## src/rtl/pwm_sample_decoder.sv

```systemverilog
// PWM-to-sample front end: measures period and high time of an external PWM line,
// recovers the encoded sample and reports lock, period errors and stuck-line conditions.
module pwm_sample_decoder #(
  parameter int width   = 12,
  parameter int PERIOD  = 4096,
  parameter int TOL     = 2,
  parameter int TIMEOUT = 8192
) (
  input  logic             clk1,
  input  logic             reset,
  input  logic             pwm_in,
  output logic [width-1:0] sample,
  output logic             sample_valid,
  output logic             lock,
  output logic             stuck,
  output logic             err_period
);

  localparam int CW = $clog2(TIMEOUT + 1);
  localparam logic [CW-1:0] TIMEOUT_C = CW'(TIMEOUT);
  localparam logic [CW-1:0] P_MIN     = CW'((PERIOD > TOL) ? PERIOD - TOL : 0);
  localparam logic [CW-1:0] P_MAX     = CW'(PERIOD + TOL);
  localparam int unsigned   SAMPLE_MAX = (2 ** width) - 1;

  typedef enum logic [1:0] {
    IDLE    = 2'd0,
    MEASURE = 2'd1,
    STUCK   = 2'd2
  } state_e;

  state_e          state_q;
  logic            sync1_q;
  logic            pwm_s_q;
  logic            pwm_d_q;
  logic [CW-1:0]   period_cnt_q;
  logic [CW-1:0]   period_cnt_d;
  logic [CW-1:0]   high_cnt_q;
  logic [CW-1:0]   high_cnt_d;
  logic            rise;
  logic            fall;
  logic            restart;
  logic            timeout;
  logic            in_tol;
  logic            go_stuck;
  logic [width-1:0] sat_sample;

  assign rise = pwm_s_q & ~pwm_d_q;
  assign fall = ~pwm_s_q & pwm_d_q;

  // Counters re-anchor on any edge while no phase reference is held, but only on
  // rising edges while measuring, so a period spans rise to rise.
  always_comb begin
    // NOTE: every signal assigned in always_comb gets a default first so no latch is inferred.
    restart = 1'b0;
    unique case (state_q)
      IDLE, STUCK: restart = rise | fall;
      MEASURE:     restart = rise;
      default:     restart = 1'b0;
    endcase
  end

  assign timeout      = (period_cnt_q == TIMEOUT_C);
  assign period_cnt_d = restart ? CW'(1)
                      : timeout ? period_cnt_q
                      : period_cnt_q + CW'(1);
  assign high_cnt_d   = restart ? CW'(pwm_s_q)
                      : (high_cnt_q == TIMEOUT_C) ? high_cnt_q
                      : high_cnt_q + CW'(pwm_s_q);
  assign in_tol       = (period_cnt_q >= P_MIN) && (period_cnt_q <= P_MAX);
  // An edge arriving in the timeout cycle wins over the stuck declaration.
  assign go_stuck     = timeout && !restart && (state_q != STUCK);
  assign sat_sample   = (32'(high_cnt_q) > SAMPLE_MAX) ? {width{1'b1}} : width'(high_cnt_q);

  // NOTE: pwm_in is asynchronous, so it passes two flops before any edge logic looks at it.
  always_ff @(posedge clk1 or posedge reset) begin
    if (reset) begin
      sync1_q      <= 1'b0;
      pwm_s_q      <= 1'b0;
      pwm_d_q      <= 1'b0;
      period_cnt_q <= '0;
      high_cnt_q   <= '0;
    end else begin
      // NOTE: sequential state uses non-blocking assignments so every flop samples pre-edge values.
      sync1_q      <= pwm_in;
      pwm_s_q      <= sync1_q;
      pwm_d_q      <= pwm_s_q;
      period_cnt_q <= period_cnt_d;
      high_cnt_q   <= high_cnt_d;
    end
  end

  always_ff @(posedge clk1 or posedge reset) begin
    if (reset) begin
      state_q      <= IDLE;
      sample       <= '0;
      sample_valid <= 1'b0;
      lock         <= 1'b0;
      stuck        <= 1'b0;
      err_period   <= 1'b0;
    end else begin
      sample_valid <= 1'b0;
      err_period   <= 1'b0;
      if (go_stuck) begin
        state_q      <= STUCK;
        stuck        <= 1'b1;
        lock         <= 1'b0;
        sample_valid <= 1'b1;
        sample       <= {width{pwm_s_q}};
      end else begin
        unique case (state_q)
          IDLE: begin
            if (rise) state_q <= MEASURE;
          end
          MEASURE: begin
            if (rise) begin
              if (in_tol) begin
                sample       <= sat_sample;
                sample_valid <= 1'b1;
                lock         <= 1'b1;
              end else begin
                err_period <= 1'b1;
                lock       <= 1'b0;
              end
            end
          end
          STUCK: begin
            if (rise || fall) begin
              state_q <= rise ? MEASURE : IDLE;
              stuck   <= 1'b0;
            end
          end
          default: state_q <= IDLE;
        endcase
      end
    end
  end

endmodule

```

## config.mk

```make
export PLATFORM = sky130hd
export DESIGN_NAME = pwm_sample_decoder
export DESIGN_NICKNAME = d
export VERILOG_FILES = /design/src/rtl/pwm_sample_decoder.sv
export SDC_FILE = /design/constraint.sdc
export NUM_CORES = 1
export LEC_CHECK = 0
export ABC_AREA = 1
export CAP_MARGIN = 20
export CELL_PAD_IN_SITES_DETAIL_PLACEMENT = 1
export CELL_PAD_IN_SITES_GLOBAL_PLACEMENT = 2
export CORE_UTILIZATION = 40
export CTS_CLUSTER_DIAMETER = 120
export DETAILED_ROUTE_END_ITERATION = 10
export DONT_BUFFER_PORTS = 1
export HOLD_SLACK_MARGIN = 0.1
export PLACE_DENSITY = 0.93
export RECOVER_POWER = 100
export SETUP_SLACK_MARGIN = 0.5
export SLEW_MARGIN = 20
export SYNTH_ARGS = -nofsm -noshare
export SYNTH_HDL_FRONTEND = slang
export SYNTH_SLANG_ARGS = --single-unit
export TNS_END_PERCENT = 1
```

## constraint.sdc

```tcl
create_clock -name clk1 -period 5.8 [get_ports clk1]
set_clock_uncertainty 0.2 [all_clocks]
set_input_delay 0.58 -clock clk1 [delete_from_list [all_inputs] [get_ports clk1]]
set_output_delay 0.58 -clock clk1 [all_outputs]
set_load 0.01 [all_outputs]
```

# ---- Word-level counts from Yosys, hierarchy flattened
# Index checks and enable logic that the tools add are counted.
dict set report op_classes {
  n_eq_ne 10
  bitwise_logic 5
  n_lt_le_gt_ge 3
  n_mux 29
  add_sub_neg 2
  reduce_logical 16
}
# op count
set ops {}
lappend ops {{2-to-1 mux 12 bit} 5}
lappend ops {{2-to-1 mux 14 bit} 4}
lappend ops {{equality test 14 bit (second input constant)} 2}
lappend ops {{2-to-1 mux 1 bit} 15}
lappend ops {{adder 14 x 1 -> 14 bit} 1}
lappend ops {{adder 14 x 1 -> 14 bit (second input constant)} 1}
lappend ops {{>= comparator 14 x 12 -> 1 bit (second input constant)} 1}
lappend ops {{greater-than comparator 14 x 12 -> 1 bit (second input constant)} 1}
lappend ops {{<= comparator 14 x 13 -> 1 bit (second input constant)} 1}
lappend ops {{nonzero test 2 bit} 5}
lappend ops {{!= test 2 bit (second input constant)} 4}
lappend ops {{2-to-1 mux 2 bit} 3}
lappend ops {{!= test 3 bit (second input constant)} 2}
lappend ops {{one-hot mux 2 bit (3 select lines)} 1}
lappend ops {{AND reduction 3 bit} 2}
lappend ops {{AND reduction 2 bit} 2}
lappend ops {{logical AND 1 bit} 3}
lappend ops {{AND 1 bit} 2}
lappend ops {{equality test 2 x 1 -> 1 bit (second input constant)} 1}
lappend ops {{equality test 2 bit (second input constant)} 1}
lappend ops {{zero test 2 bit} 1}
lappend ops {{inverter 1 bit} 2}
lappend ops {{one-hot mux 1 bit (2 select lines)} 1}
lappend ops {{OR reduction 2 bit} 1}
lappend ops {{other kinds (3)} 3}
dict set report word_totals {
  output_inout_bits 16
  reg_bits 49
  word_cells 76
  input_bits 3
}

# ---- Logic depth before layout (Yosys ltp)
dict set report logic_depth {
  word_depth 9
  depth_mapped 13
  ltp_nobuf 12
}

# ---- Least setup slack after synthesis
# Ideal clock, no wire load.
dict set report synth_path {
  kind {reg-to-reg}
  start {reg pwm_s_q}
  end {reg sample[0]}
  path_stages_with_launch 10
  arrival_time_ns 1.615
  period_less_slack_ns 1.928
  slack_ns 3.872
  setup_ns 0.113
  required_ns 5.487
  path_buffers 1
  cell_sequence {dfrtp_1 ha_1 or2_1 nand2_2 inv_2 nand4_4 buf_2 nand3b_1 nand2_1 inv_1}
}
dict set report synth_via {
  elab_chain_cells 9
  word_cells_on_any_way 13
  classes_between {mux: 2; bitwise: 4; reduce/logical: 7}
}
# item line
set synth_lines {}
lappend synth_lines {{start: declaration} 33} ;# logic pwm_s_q;
lappend synth_lines {{start signal: assignment} 85} ;# pwm_s_q <= sync1_q;
lappend synth_lines {{inverter 1 bit} 48} ;# assign fall = ~pwm_s_q & pwm_d_q;
lappend synth_lines {{AND 1 bit} 48}
lappend synth_lines {{bitwise OR 1 bit} 56} ;# IDLE, STUCK: restart = rise | fall;
lappend synth_lines {{one-hot mux 1 bit (2 select lines)} 55} ;# unique case (state_q)
lappend synth_lines {{zero test 1 bit} 71} ;# assign go_stuck = timeout && !restart && (state_q != STUCK);
lappend synth_lines {{logical AND 1 bit (2 in a row)} 71}
lappend synth_lines {{nonzero test 2 bit (no source line)} --}
lappend synth_lines {{AND reduction 3 bit (no source line)} --}
lappend synth_lines {{end signal: assignment} 108} ;# sample <= {width{pwm_s_q}};
lappend synth_lines {{end signal: assignment} 117} ;# sample <= sat_sample;
lappend synth_lines {{end: declaration} 12} ;# output logic [width-1:0] sample,
# Parallel ways exist; a longest one is shown, timed or not.
# A chain may end at the register's enable or synchronous reset.

# ---- Final worst setup path
dict set report layout_path {
  start {reg pwm_s_q}
  end {reg sample[3]}
}
# Same word-level chain as after synthesis.

==> results.py <==
metrics = {
    "power": {
        "power-per-cell-area_nw_per_um2": 262,
        "power_report.internal_total_mw": 0.520,
        "p_comb_share_pct": 19.2,
        "ir_drop_v": 0.0000840,
        "pwr-share-seq_pct": 51.3,
        "power_mw": 0.758,
        "netsw_mw": 0.238,
        "switching_share_pct": 31.4,
        "power.static_leakage_nw": 1.58,
        "pwr-share-clk_pct": 29.5,
    },
    "clocking": {
        "worst_skew_pair.late_latency_ns": 0.31,
        "htree_levels": 2,
        "cts_buffers": 5,
        "clock_tree_from_tritoncts": "built",
        "numClockSinks": 49,
        "cts-resized-gates": 0,
        "post_cts.repair.setup_buffers": 0,
        "clk_root_buffer_cell": "clkbuf_8",
        "clk_pin_slew_worst_paths_ns": 0.09,
        "cts-root-to-sink-buffers": 2,
    },
    "cells_and_area": {
        "final_area_um2": 2900,
        "nNetsFinal": 364,
        "n_antenna_cell": 0,
        "final_cell_count_no_fill": 436,
        "flow.area_growth_from_synthesis_pct": 4.37,
        "layout.core_utilization_pct": 42.9,
        "post_route_cells_drive_above_1_share_pct": 8.99,
    },
    "min_path": {
        "hold_path.class": "reg2reg",
    },
    "drt": {
        "drc_errors": 0,
        "post_drt_wl_per_cell_um": 13.8,
        "detailedRoute.firstIterationViolations": 69,
        "dr_total_vias": 2152,
        "detail_route.wirelength_um": 6030,
        "detailed_router_iteration_count_before_antenna_repair": 4,
        "vias_per_cell": 4.94,
        "ant_nets": 0,
    },
    "global_route": {
        "first_pass_grt_wire_length_um": 10600,
        "grt_max_degree": 50,
        "first_global_vias": 2239,
        "globalRouteTotalUtil_pct": 18.2,
        "initial_antenna_violation_count": 0,
        "gr_ovfl_total": 0,
    },
    "critical_path": {
        "cp_max_fo": 28,
        "setup.worst_path.class": "reg2reg",
        "worst-endpoint-arrival_ns": 4.03,
        "startpoint_types": "register",
        "timing.critical_path.buf_inv": 2,
        "kind_of_end_point_of_the_critical_path": "register",
        "crit_path_top_delay_cell": "nand4_1",
        "critical-path-top-delay-family": "simple AND/OR/NAND/NOR gates",
        "data_required_time_of_the_critical_path_ns": 5.80,
        "cpMostUsedCell": "nand2_1",
        "critical_path.max_stage_delay_ns": 1.10,
        "crit_path_cell_trace": "ha_1, or2_1, nand2_1, inv_1, nand4_1, nand2_4, nand2_1, nand2_1, inv_1",
        "timing.reg2reg.setup_slack_ns": 1.78,
    },
    "floorplanning": {
        "die_h_um": 85.3,
        "die_area_um2": 7280,
        "die_x_um": 85.3,
        "core_area_um2": 6760,
        "start_util_pct": 41.1,
        "ios": 19,
        "num_rows": 30,
    },
    "place": {
        "dp_cells": 427,
        "dp_hpwl_um": 4490,
        "placed_area_um2": 2810,
        "port_buffers": 0,
        "finalWeightedCongestion": 0.780,
    },
    "logic_synthesis": {
        "synth_edf_count": 0,
        "ys_dominant_reg_cell": "dfrtp_1",
        "yosysWarningCount": 0,
        "syn_area_per_cell_um2": 7.80,
        "synth_fp_nets": 365,
        "netlist-cell-type-count": 33,
        "synth-seq-cells": 49,
        "synth-async-reset-ratio_pct": 100,
        "synthesis.instances": 356,
        "seq_area_frac_synth_pct": 44.1,
        "syn_area_um2": 2780,
    },
    "timing": {
        "grt_setup_unrepaired": "false",
        "worst_margin_slew_ns": 2.20,
        "slew_headroom_pct": -47.6,
        "timing_hold_violations_final": 0,
        "finalMaxSlewViolations": 50,
        "finalSetupViolCount": 0,
        "achievable-frequency_mhz": 249,
        "finalCriticalPeriod_ns": 4.02,
        "final_critical_path_share_of_the_clock_period_pct": 69.3,
        "fin_setup_tns_ns": 0,
    },
    "status": {
        "outcome": "complete, but fails checks",
        "violated_checks": "capacitance limit, slew limit",
    },
    "flow_run": {
        "count_of_max_cap_constraint_violations": 1,
    },
}
==> Yosys cell counts, types with 3 or more instances <==
cell | instances | area, µm²
ha_1 | 6 | 75.1
nor3_2 | 3 | 30.0
nor2_2 | 4 | 25.0
nand4_1 | 5 | 31.3
nand2_1 | 100 | 375
buf_6 | 3 | 33.8
nand3b_1 | 12 | 90.1
nand2_2 | 6 | 37.5
nor3_1 | 8 | 40.0
o21ai_0 | 9 | 45.0
nor2_1 | 31 | 116
buf_2 | 3 | 15.0
inv_1 | 62 | 233
a21oi_1 | 17 | 85.1
dfrtp_1 | 49 | 1230
inv_2 | 3 | 11.3
nand3_1 | 8 | 40.0
nand3_2 | 4 | 40.0
==> cell usage in the layout (no fill, tap or decap), types with 3 or more instances in the layout <==
master,netlist,layout
nor2_1,31,32
dfrtp_1,49,49
nand3b_1,12,12
nor3_2,3,3
nand3_1,8,8
clkbuf_8,0,7
a21oi_1,17,17
nand2_1,100,102
inv_1,62,62
nand4_1,5,6
nand2_2,6,4
nor3_1,8,8
nor2_2,4,4
o21ai_0,9,9
nand3_2,4,4
ha_1,6,6
==> cell families after synthesis <==
logic type | count (synthesis) | synth area share (%)
xor+xnor | 3 | 0.946
buf+inv | 74 | 11.1
fa+ha+maj | 6 | 2.70
compound gates | 33 | 6.35
flops | 49 | 44.1
simple gates | 191 | 34.8
==> area by class of cell <==
type | instances | area [µm²]
well taps | 80 | 100
flip-flops and latches | 49 | 1230
inverters | 65 | 245
multi-input cells | 233 | 1220
fillers | 859 | 3860
clock buffers | 7 | 96.3
repair buffers | 1 | 10.0
clock inverters | 1 | 5.00
==> layer usage <==
metal  part of all wire, %  vias to the layer above  wire, µm  global-route usage [%]
li1                      -                     1095         -                       -
met1                    53                     1021      3170                    24.9
met2                    43                       26      2590                    29.5
met3                   2.5                       10       153                    3.60
met4                   1.9                        0       116                    5.30
met5                     0                        -         0                       0
==> power groups by stage <==
stage / sequential (mW) / combinational (mW) / clock [mW]
after detailed placement: 0.395 / 0.148 / 0
after global routing: 0.392 / 0.167 / 0.243
after CTS: 0.389 / 0.149 / 0.232
final: 0.389 / 0.146 / 0.224
after floorplan: 0.389 / 0.117 / 0
after global placement: 0.394 / 0.144 / 0
==> repair_timing <==
| action | 4_1_cts | 5_1_grt |
|---|---|---|
| endpoints found under the hold margin | 1 | 0 |
| hold buffers | 1 | 0 |
| setup endpoints to repair | 0 | 0 |
==> flip-flops by register name, indices dropped and copies added (netlist names), 2 cells and up <==
name	flops
period_cnt_q	14
high_cnt_q	14
sample	12
state_q	2
==> final timing paths <==
path / startpoint / end / cells past startpoint
worst max-delay path: pwm_s_q / sample[3] / 9
worst min-delay path: sync1_q / pwm_s_q / 0
worst max register to register: pwm_s_q / sample[3] / 9
min in group asynchronous: reset / period_cnt_q[3] / 1
worst min register to register: sync1_q / pwm_s_q / 0
max in group asynchronous: reset / period_cnt_q[12] / 1
==> metrics by stage <==
stage / hold WS [ns] / setup slack [ns]
6_report: 0.179 / 1.78
5_1_grt: 0.182 / 1.48
4_1_cts: 0.176 / 3.02
3_5_place_dp: 0.155 / 3.05
3_3_place_gp: 0.177 / 3.17
2_1_floorplan: 0.131 / 3.85
Power figures use the tool's default switching activity.
